--- src/rtl/riscv_ctrl_pkg.sv ---
// Shared RV32I opcode constants, control-bundle types and decode helpers
// used by the ctrl_decode_pipe decoder and its elastic output pipeline.
package riscv_ctrl_pkg;

    localparam logic [6:0] OPC_R      = 7'b0110011;
    localparam logic [6:0] OPC_I      = 7'b0010011;
    localparam logic [6:0] OPC_LOAD   = 7'b0000011;
    localparam logic [6:0] OPC_STORE  = 7'b0100011;
    localparam logic [6:0] OPC_BRANCH = 7'b1100011;
    localparam logic [6:0] OPC_LUI    = 7'b0110111;
    localparam logic [6:0] OPC_JAL    = 7'b1101111;
    localparam logic [6:0] OPC_JALR   = 7'b1100111;
    localparam logic [6:0] OPC_AUIPC  = 7'b0010111;

    localparam logic [6:0] F7_BASE = 7'b0000000;
    localparam logic [6:0] F7_ALT  = 7'b0100000;

    typedef enum logic [3:0] {
        ALU_ADD   = 4'd0,
        ALU_SUB   = 4'd1,
        ALU_SLL   = 4'd2,
        ALU_SLT   = 4'd3,
        ALU_SLTU  = 4'd4,
        ALU_XOR   = 4'd5,
        ALU_SRL   = 4'd6,
        ALU_SRA   = 4'd7,
        ALU_OR    = 4'd8,
        ALU_AND   = 4'd9,
        ALU_PASSB = 4'd10
    } alu_op_e;

    typedef enum logic [1:0] {
        WB_ALU = 2'd0,
        WB_MEM = 2'd1,
        WB_PC4 = 2'd2
    } wb_sel_e;

    typedef struct packed {
        logic        illegal;
        alu_op_e     alu_op;
        logic [2:0]  mask;
        logic [2:0]  br_type;
        logic        reg_wr;
        logic        sel_a;
        logic        sel_b;
        logic        rd_en;
        logic        wr_en;
        wb_sel_e     wb_sel;
    } ctrl_t;

    localparam ctrl_t CTRL_NOP = '{
        illegal: 1'b0,
        alu_op:  ALU_ADD,
        mask:    3'd0,
        br_type: 3'd0,
        reg_wr:  1'b0,
        sel_a:   1'b0,
        sel_b:   1'b0,
        rd_en:   1'b0,
        wr_en:   1'b0,
        wb_sel:  WB_ALU
    };

    // Base (func7 = 0) ALU operation for R/I arithmetic
    function automatic alu_op_e alu_from_funct3(input logic [2:0] funct3);
        case (funct3)
            3'd0:    alu_from_funct3 = ALU_ADD;
            3'd1:    alu_from_funct3 = ALU_SLL;
            3'd2:    alu_from_funct3 = ALU_SLT;
            3'd3:    alu_from_funct3 = ALU_SLTU;
            3'd4:    alu_from_funct3 = ALU_XOR;
            3'd5:    alu_from_funct3 = ALU_SRL;
            3'd6:    alu_from_funct3 = ALU_OR;
            3'd7:    alu_from_funct3 = ALU_AND;
            default: alu_from_funct3 = ALU_ADD;
        endcase
    endfunction

endpackage

--- src/rtl/ctrl_decode_comb.sv ---
// Purely combinational RV32I instruction -> control bundle decoder with
// illegal-encoding detection; EN_EXT gates JALR/AUIPC support.
module ctrl_decode_comb
    import riscv_ctrl_pkg::*;
#(
    parameter bit EN_EXT = 1'b0
) (
    input  logic [31:0] instruction,
    output ctrl_t       ctrl
);

    logic [6:0] opcode_s;
    logic [2:0] funct3_s;
    logic [6:0] funct7_s;
    logic       legal_s;
    ctrl_t      ctrl_s;
    logic       unused_fields_s;

    assign opcode_s        = instruction[6:0];
    assign funct3_s        = instruction[14:12];
    assign funct7_s        = instruction[31:25];
    assign unused_fields_s = ^{instruction[24:15], instruction[11:7]};

    // Opcode decode; legal_s drops on any unsupported encoding
    always_comb begin
        ctrl_s  = CTRL_NOP;
        legal_s = 1'b1;
        case (opcode_s)
            OPC_R: begin
                ctrl_s.reg_wr = 1'b1;
                ctrl_s.sel_a  = 1'b1;
                if (funct7_s == F7_BASE) begin
                    ctrl_s.alu_op = alu_from_funct3(funct3_s);
                end else if ((funct7_s == F7_ALT) && (funct3_s == 3'd0)) begin
                    ctrl_s.alu_op = ALU_SUB;
                end else if ((funct7_s == F7_ALT) && (funct3_s == 3'd5)) begin
                    ctrl_s.alu_op = ALU_SRA;
                end else begin
                    legal_s = 1'b0;
                end
            end
            OPC_I: begin
                ctrl_s.reg_wr = 1'b1;
                ctrl_s.sel_a  = 1'b1;
                ctrl_s.sel_b  = 1'b1;
                ctrl_s.alu_op = alu_from_funct3(funct3_s);
                case (funct3_s)
                    3'd1: legal_s = (funct7_s == F7_BASE);
                    3'd5: begin
                        if (funct7_s == F7_ALT) begin
                            ctrl_s.alu_op = ALU_SRA;
                        end else if (funct7_s == F7_BASE) begin
                            ctrl_s.alu_op = ALU_SRL;
                        end else begin
                            legal_s = 1'b0;
                        end
                    end
                    default: legal_s = 1'b1;
                endcase
            end
            OPC_LOAD: begin
                ctrl_s.reg_wr = 1'b1;
                ctrl_s.sel_a  = 1'b1;
                ctrl_s.sel_b  = 1'b1;
                ctrl_s.rd_en  = 1'b1;
                ctrl_s.wb_sel = WB_MEM;
                ctrl_s.mask   = funct3_s;
                legal_s       = !((funct3_s == 3'd3) || (funct3_s == 3'd6) || (funct3_s == 3'd7));
            end
            OPC_STORE: begin
                ctrl_s.sel_a = 1'b1;
                ctrl_s.sel_b = 1'b1;
                ctrl_s.wr_en = 1'b1;
                ctrl_s.mask  = funct3_s;
                legal_s      = (funct3_s <= 3'd2);
            end
            OPC_BRANCH: begin
                ctrl_s.sel_b   = 1'b1;
                ctrl_s.br_type = funct3_s;
                legal_s        = !((funct3_s == 3'd2) || (funct3_s == 3'd3));
            end
            OPC_LUI: begin
                ctrl_s.alu_op = ALU_PASSB;
                ctrl_s.reg_wr = 1'b1;
                ctrl_s.sel_b  = 1'b1;
            end
            OPC_JAL: begin
                ctrl_s.reg_wr = 1'b1;
                ctrl_s.sel_b  = 1'b1;
                ctrl_s.wb_sel = WB_PC4;
            end
            OPC_JALR: begin
                ctrl_s.reg_wr = 1'b1;
                ctrl_s.sel_a  = 1'b1;
                ctrl_s.sel_b  = 1'b1;
                ctrl_s.wb_sel = WB_PC4;
                legal_s       = EN_EXT;
            end
            OPC_AUIPC: begin
                ctrl_s.reg_wr = 1'b1;
                ctrl_s.sel_b  = 1'b1;
                legal_s       = EN_EXT;
            end
            default: legal_s = 1'b0;
        endcase
    end

    // Illegal encodings collapse to an inert bundle flagged illegal
    always_comb begin
        if (legal_s) begin
            ctrl = ctrl_s;
        end else begin
            ctrl         = CTRL_NOP;
            ctrl.illegal = 1'b1;
        end
    end

endmodule

--- src/rtl/ctrl_decode_pipe.sv ---
// RV32I control decoder followed by PIPE_STAGES elastic valid/ready registers,
// with synchronous flush and a saturating illegal-instruction counter.
module ctrl_decode_pipe
    import riscv_ctrl_pkg::*;
#(
    parameter int PIPE_STAGES = 1,
    parameter bit EN_EXT      = 1'b0,
    parameter int ILL_CNT_W   = 8
) (
    input  logic                 clk,
    input  logic                 reset,
    input  logic [31:0]          instruction,
    input  logic                 in_valid,
    output logic                 in_ready,
    input  logic                 flush,
    output logic                 out_valid,
    input  logic                 out_ready,
    output logic [3:0]           alu_op,
    output logic [2:0]           mask,
    output logic [2:0]           br_type,
    output logic                 reg_wr,
    output logic                 sel_A,
    output logic                 sel_B,
    output logic                 rd_en,
    output logic                 wr_en,
    output logic [1:0]           wb_sel,
    output logic                 illegal,
    output logic [ILL_CNT_W-1:0] ill_cnt
);

    localparam logic [ILL_CNT_W-1:0] CNT_ONE = {{(ILL_CNT_W-1){1'b0}}, 1'b1};

    ctrl_t                  dec_s;
    ctrl_t                  stage_s [PIPE_STAGES];
    logic [PIPE_STAGES-1:0] valid_s;
    logic [PIPE_STAGES-1:0] ready_s;
    logic                   accept_s;
    logic [ILL_CNT_W-1:0]   ill_cnt_r;
    ctrl_t                  last_s;

    ctrl_decode_comb #(
        .EN_EXT (EN_EXT)
    ) u_decode (
        .instruction (instruction),
        .ctrl        (dec_s)
    );

    // Ready ripples back from the output so bubbles collapse at full throughput
    always_comb begin
        ready_s                = '0;
        ready_s[PIPE_STAGES-1] = !valid_s[PIPE_STAGES-1] || out_ready;
        for (int k = PIPE_STAGES - 2; k >= 0; k--) begin
            ready_s[k] = !valid_s[k] || ready_s[k+1];
        end
    end

    assign in_ready = ready_s[0] && !flush && !reset;
    assign accept_s = in_valid && in_ready;

    for (genvar k = 0; k < PIPE_STAGES; k++) begin : g_stage
        logic  prev_valid_s;
        ctrl_t prev_ctrl_s;
        logic  valid_r;
        ctrl_t ctrl_r;

        if (k == 0) begin : g_head
            assign prev_valid_s = accept_s;
            assign prev_ctrl_s  = dec_s;
        end else begin : g_body
            assign prev_valid_s = valid_s[k-1];
            assign prev_ctrl_s  = stage_s[k-1];
        end

        // Elastic slot: refill whenever empty or draining, hold otherwise
        always_ff @(posedge clk or posedge reset) begin
            if (reset) begin
                valid_r <= 1'b0;
                ctrl_r  <= CTRL_NOP;
            end else if (flush) begin
                valid_r <= 1'b0;
            end else if (ready_s[k]) begin
                valid_r <= prev_valid_s;
                if (prev_valid_s) begin
                    ctrl_r <= prev_ctrl_s;
                end
            end
        end

        assign valid_s[k] = valid_r;
        assign stage_s[k] = ctrl_r;
    end

    // Counts illegal instructions at acceptance, so later flushes do not undo it
    always_ff @(posedge clk or posedge reset) begin
        if (reset) begin
            ill_cnt_r <= '0;
        end else if (accept_s && dec_s.illegal && (ill_cnt_r != '1)) begin
            ill_cnt_r <= ill_cnt_r + CNT_ONE;
        end
    end

    assign last_s    = stage_s[PIPE_STAGES-1];
    assign out_valid = valid_s[PIPE_STAGES-1];
    assign alu_op    = last_s.alu_op;
    assign mask      = last_s.mask;
    assign br_type   = last_s.br_type;
    assign reg_wr    = last_s.reg_wr;
    assign sel_A     = last_s.sel_a;
    assign sel_B     = last_s.sel_b;
    assign rd_en     = last_s.rd_en;
    assign wr_en     = last_s.wr_en;
    assign wb_sel    = last_s.wb_sel;
    assign illegal   = last_s.illegal;
    assign ill_cnt   = ill_cnt_r;

endmodule

--- config.mk ---
export PLATFORM = sky130hd
export DESIGN_NAME = ctrl_decode_pipe
export DESIGN_NICKNAME = d
export VERILOG_FILES = /design/src/rtl/riscv_ctrl_pkg.sv /design/src/rtl/ctrl_decode_comb.sv /design/src/rtl/ctrl_decode_pipe.sv
export SDC_FILE = /design/constraint.sdc
export NUM_CORES = 1
export LEC_CHECK = 0
export BUFFER_PORTS_ARGS = -buffer_cell sky130_fd_sc_hd__buf_2
export CAP_MARGIN = 0
export CORE_ASPECT_RATIO = 1.75
export CORE_MARGIN = 5
export CORE_UTILIZATION = 40
export CTS_CLUSTER_SIZE = 12
export DETAILED_ROUTE_END_ITERATION = 8
export PLACE_DENSITY = 0.78
export SLEW_MARGIN = 40
export SYNTH_ARGS = -nofsm -noshare
export SYNTH_HDL_FRONTEND = slang
export SYNTH_SLANG_ARGS = --single-unit
--- constraint.sdc ---
create_clock -name clk -period 2.9 [get_ports clk]
set_clock_uncertainty 0.2 [all_clocks]
set_input_delay 0.435 -clock clk [delete_from_list [all_inputs] [get_ports clk]]
set_output_delay 0.435 -clock clk [all_outputs]
set_load 0.02 [all_outputs]
After elaboration in Yosys (flattened, before gate mapping) --
Memories as Yosys holds them, arrays and structs flattened. Index checks and enable logic that the tools add are counted.
Storage, ports and cells: output and inout port bits 28, ROM bits 64, input bits 37, flip-flop bits (word level) 27, memories 2, bits in writable memories 0, word-level logic and storage cells 85, latch bits 0
Memory list:
- (no name shown) | words 8, bits a word 4, rd ports 1, clocked after Yosys merged registers in 0, wr ports 0, RTL line riscv_ctrl_pkg.sv:66 | case (funct3)
- (no name shown) | words 8, bits a word 4, rd ports 1, clocked after Yosys merged registers in 0, wr ports 0, RTL line riscv_ctrl_pkg.sv:66
Cells by class: multiplexer cells 25, equality and inequality tests 17, reductions and logical operators 26, $lt $le $gt $ge 1, bitwise logic cells 1, add/sub/neg operators 1, shift operators 0, div/mod/pow operators 0, $mul 0
Operator list (count):
- equality test 7 x 6 -> 1 bit (second input constant) | 4
- equality test 7 bit (second input constant) | 3
- 2-to-1 mux 18 bit | 1
- 2-to-1 mux 4 bit | 4
- equality test 7 x 5 -> 1 bit (second input constant) | 2
- 2-to-1 mux 1 bit | 12
- 2-to-1 mux 3 bit | 4
- one-hot mux 4 bit (3 select lines) | 1
- equality test 3 bit (second input constant) | 3
- adder 8 x 1 -> 8 bit (second input constant) | 1
- inequality test 8 bit (second input constant) | 1
- OR reduction 8 bit | 1
- equality test 7 x 2 -> 1 bit (second input constant) | 1
- logical AND 1 bit | 7
- zero test 7 bit | 1
- OR reduction 7 bit | 1
- equality test 3 x 2 -> 1 bit (second input constant) | 2
- one-hot mux 1 bit (6 select lines) | 1
- OR reduction 2 bit | 3
- zero test 1 bit | 5
- OR reduction 5 bit | 1
- logical OR 1 bit | 4
- one-hot mux 2 bit (2 select lines) | 1
- equality test 3 x 1 -> 1 bit (second input constant) | 1
- other kinds (6) | 6

Longest topological paths before layout --
depth after elaboration 9, gate-level depth with buffers 8

Modules after synthesis --
A second synthesis with hierarchy kept.
Second synthesis, totals: cells, all modules 166, area, all modules 1756.7 um2
Modules (own cells, without submodules):
- ctrl_decode_pipe | cells each 86, instances 1, area an instance 1162.4 um2, sequential area each 675.6 um2
- ctrl_decode_comb | cells each 80, instances 1, area an instance 594.3 um2, sequential area each 0.0 um2

Least setup slack after synthesis --
OpenSTA, ideal clock, no wires.
path kind reg2reg, from reg g_stage[0].valid_r, in the netlist out_valid, to reg g_stage[0].ctrl_r, in the netlist br_type[0], required time 2.633 ns, path slack 0.567 ns, path buffers 0, library setup time 0.067 ns, stages on the path, launching flop included 6, arrival 2.066 ns, cells stage by stage dfrtp_1 > nor2b_1 > nor3_1 > nand2_1 > nor4b_1 > a22o_1
Between the ends: word-level cells in the longest chain between the ends 6
Ends and longest elaborated chain:
- start: declaration | RTL line ctrl_decode_pipe.sv:63 | logic valid_r;
- start signal: assignment | RTL line ctrl_decode_pipe.sv:82 | valid_r <= prev_valid_s;
- zero test 1 bit | RTL line ctrl_decode_pipe.sv:51 | ready_s[PIPE_STAGES-1] = !valid_s[PIPE_STAGES-1] || out_ready;
- logical OR 1 bit | RTL line ctrl_decode_pipe.sv:51
- logical AND 1 bit (2 in a row) | RTL line ctrl_decode_pipe.sv:57 | assign in_ready = ready_s[0] && !flush && !reset;
- named net in_ready | RTL line ctrl_decode_pipe.sv:14 | output logic in_ready,
- logical AND 1 bit | RTL line ctrl_decode_pipe.sv:58 | assign accept_s = in_valid && in_ready;
- AND reduction 3 bit (no line)
- end signal: assignment | RTL line ctrl_decode_pipe.sv:84 | ctrl_r <= prev_ctrl_s;
- end: declaration | RTL line ctrl_decode_pipe.sv:64 | ctrl_t ctrl_r;
The timed path passes the listed nets, and every way through them passes these cells. A chain may end at the register's enable or synchronous reset.

Worst setup path after layout --
from in instruction[12], to reg ill_cnt_r[1], in the netlist ill_cnt[1]
Between the ends: word-level cells in the longest chain between the ends 9, elaborated cells on any way between the ends 23, those cells by class 1 x order compare; 6 x eq/ne; 6 x mux; 10 x reduce/logical
Ends and longest elaborated chain:
- start: declaration | RTL line ctrl_decode_pipe.sv:12 | input logic [31:0] instruction,
- equality test 3 bit | RTL line ctrl_decode_comb.sv:36, ctrl_decode_comb.sv:47
- logical AND 1 bit | RTL line ctrl_decode_comb.sv:36 | end else if ((funct7_s == F7_ALT) && (funct3_s == 3'd5)) begin
- 2-to-1 mux 1 bit | RTL line ctrl_decode_comb.sv:36
- 2-to-1 mux 1 bit | RTL line ctrl_decode_comb.sv:34 | end else if ((funct7_s == F7_ALT) && (funct3_s == 3'd0)) begin
- 2-to-1 mux 1 bit | RTL line ctrl_decode_comb.sv:32 | if (funct7_s == F7_BASE) begin
- one-hot mux 1 bit (6 select lines) (*) | RTL line ctrl_decode_comb.sv:28 | case (opcode_s)
- 2-to-1 mux 18 bit (*) | RTL line ctrl_decode_comb.sv:110 | if (legal_s) begin
- logical AND 1 bit (*) (2 in a row) | RTL line ctrl_decode_pipe.sv:97 | end else if (accept_s && dec_s.illegal && (ill_cnt_r != '1)) begin
- end signal: assignment | RTL line ctrl_decode_pipe.sv:98 | ill_cnt_r <= ill_cnt_r + CNT_ONE;
- end: declaration | RTL line ctrl_decode_pipe.sv:38 | logic [ILL_CNT_W-1:0] ill_cnt_r;
Mark *: on every way between the ends. The rest lies on a longest branch, timed or not.

==> metrics.md <==
| Metric | Value |
|---|---|
| ANT cells | `0` |
| Pwr Density | `453 nW/um2` |
| Root Driver | `clkbuf_8` |
| CTS tree | `done` |
| Register-to-Register Path Depth | `6` |
| Final setup viols | `0` |
| Mapped cell area | `1650 um2` |
| Critical Path Stages | `8` |
| Main synth FF type | `dfrtp_1` |
| CTS hold repair buffers | `0` |
| Residual DRC count | `0` |
| Clk buf depth | `2` |
| Min-Delay Path Class | `primary input to async pin` |
| Status | `finished clean` |
| Inserted Clock Buffers | `3` |
| Maximum vdd drop | `0.000286 V` |
| Worst Max-Slew Pin Slew | `568 ps` |
| Post-synth EDFFs | `0` |
| Total leakage power | `0.972 nW` |
| CP max-delay cell | `o311ai_1` |
| Net count reported at finish | `267` |
| Met3 WL | `186 um` |
| Wire per inst | `14.3 um` |
| Clock slew at reported path FFs | `90 ps` |
| Die ar. | `5550 um2` |
| Total power | `0.906 mW` |
| Top cells by count, synth | `dfrtp_1, nand2_1, o21ai_0` |
| Vias in the first global route | `1532` |
| Syn Inst Count | `176` |
| Synthesis-stage register bit count | `26` |
| Fin. max-slew vios | `0` |
| Setup CP Type | `primary input to register` |
| Via count | `1546` |
| First-pass GRT wire length | `6630 um` |
| CP Data Required Time | `2860 ps` |
| Mapped Nets | `218` |
| Die width | `58.5 um` |
| Setup crit start kind | `primary input` |
| Final-report hold violation count | `0` |
| Antenna violations before repair | `0` |
| Post-CTS setup buffers | `0` |
| Die Height | `94.9 um` |
| Buf+Inv Stages, Crit Path | `2` |
| Clock Latency Late Sink | `270 ps` |
| Htree depth | `1` |
| Pre-Repair DR Iteration Count | `4` |
| Final worst-path cycle share | `0.796` |
| WP data arrival | `2270 ps` |
| CP top delay family | `compound AO/OA/AOI/OAI gates` |
| Global route overflow | `0` |
| Syn Area/Cell | `9.36 um2` |
| Top sig layer | `met4` |
| Rows | `31` |
| Max Clk Rate | `433 MHz` |
| Fillers | `390` |
| FFs w/ async S/R, synth | `1.00` |
| Fin Setup TNS | `0 ps` |
| Max_cap viols | `0` |
| Initial Utilization | `0.405` |
| Clock Sinks | `26` |
| Post-cts sizing count | `0` |
| Syn-to-layout area delta | `21.3%` |
| RSZ-0062 raised after global routing | `no` |
| Largest net degree at the start of global routing | `27` |
| Gpl congestion | `0.893` |
| DPL Wire Length | `3160 um` |
| IO Pins | `65` |
| Layout cells sized above 1 | `0.326` |
| DRT iter0 DRCs | `31` |
| Sequential-to-total area share from yosys stat | `0.395` |
| Core Area | `4070 um2` |
| Vias per cell | `5.66` |
| Routed WL | `3900 um` |
| Most area-hungry cell type in the Yosys netlist | `dfrtp_1` |
| Port bufs | `49` |
| Final ANT Viol Nets | `0` |
| Relative slew slack | `0.618` |
| Min cycle time layout | `2310 ps` |
| Worst-path fanout max | `8` |
| Metal1 wirelength | `1460 um` |
| Area fraction of the dominant cell type after synthesis | `0.395` |
| Syn. warnings | `0` |
| Slowest stage delay, CP | `480 ps` |
| Top post-synthesis cells by area | `dfrtp_1, nand2_1, ha_1, xor2_1, o21ai_0` |
| Worst Setup End Kind | `register` |
| Post-synth cell types | `55` |
| Critical path cell sequence | `buf_2 > inv_1 > ha_1 > nor2b_1 > o311ai_1 > o211ai_4 > nor3_4 > mux2_4` |
| DR WL met2 | `2140 um` |
| Top-count cell post-synth | `dfrtp_1` |
| All-Layer GR Usage | `0.151` |
==> worst paths after layout <==
check                                   to             from  slack [ps]
worst max-delay path            ill_cnt[1]  instruction[12]         590
worst min-delay path             alu_op[2]            reset          20
worst max register to register  ill_cnt[6]        out_valid         900
worst min register to register     mask[2]          mask[2]         290
max in group asynchronous        alu_op[0]            reset        2120
min in group clk                br_type[0]  instruction[12]         240
==> area by class of cell <==
class | instances | area [um2] | share of cell area
clock buffer | 4 | 55.1 | 0.0275
timing repair buffer | 53 | 275 | 0.138
multi-input combinational | 133 | 927 | 0.464
inverter | 8 | 30.0 | 0.0150
tap | 49 | 61.3 | 0.0307
sequential | 26 | 651 | 0.325
==> cell families after synthesis <==
kind of cell / Yosys count / share of synthesized area
AND/OR/NAND/NOR: 74 / 0.248
AO/OA/AOI/OAI: 41 / 0.196
flip-flops: 26 / 0.395
buffers and inverters: 17 / 0.0463
XOR/XNOR: 8 / 0.0425
multiplexers: 5 / 0.0349
adder cells (fa/ha/maj): 5 / 0.0380
==> per-layer routing <==
layer | up-vias | track usage
met3 | 9 | 0.00958
li1 | 735 | -
met2 | 47 | 0.285
met1 | 755 | 0.164
met5 | - | 0
met4 | 0 | 0.0754
==> power breakdown <==
part | internal [mW] | switching [mW] | leakage, nW
Combinational | 0.0931 | 0.140 | 0.598
Sequential | 0.395 | 0.0450 | 0.345
Clock | 0.122 | 0.111 | 0.0288
==> registers in the layout (all words and copies together) (netlist names) <==
signal,count
ill_cnt,8
alu_op,4
br_type,3
mask,3
illegal,1
out_valid,1
rd_en,1
reg_wr,1
sel_A,1
sel_B,1
wb_sel,1
wr_en,1
==> through the flow <==
step	utilization	setup slack (ps)	instance area (um2)	hold WS, ps	std cells
after global placement	0.477	326	1940	257	269
final	0.491	592	2000	21.9	273
after global routing	0.491	461	2000	91.4	273
after detailed placement	0.477	301	1940	271	269
after floorplan	-	567	1650	275	176
after CTS	0.491	589	2000	39.2	273
==> layout by cell type (no fill, tap or decap), drive strengths merged, types with 3 or more instances in the layout <==
cell	Yosys	routed
buf	4	53
dfrtp	26	26
nand2	22	22
o21ai	9	9
nor3	9	9
nor2	9	9
inv	8	8
o31ai	8	8
nand3	7	7
xor2	6	6
ha	5	5
a22o	4	4
clkbuf	5	4
nor2b	3	3
or3	3	3
nand4	3	3
a21oi	3	3
mux2	3	3
Note: power is estimated with default switching activity, not from simulation.
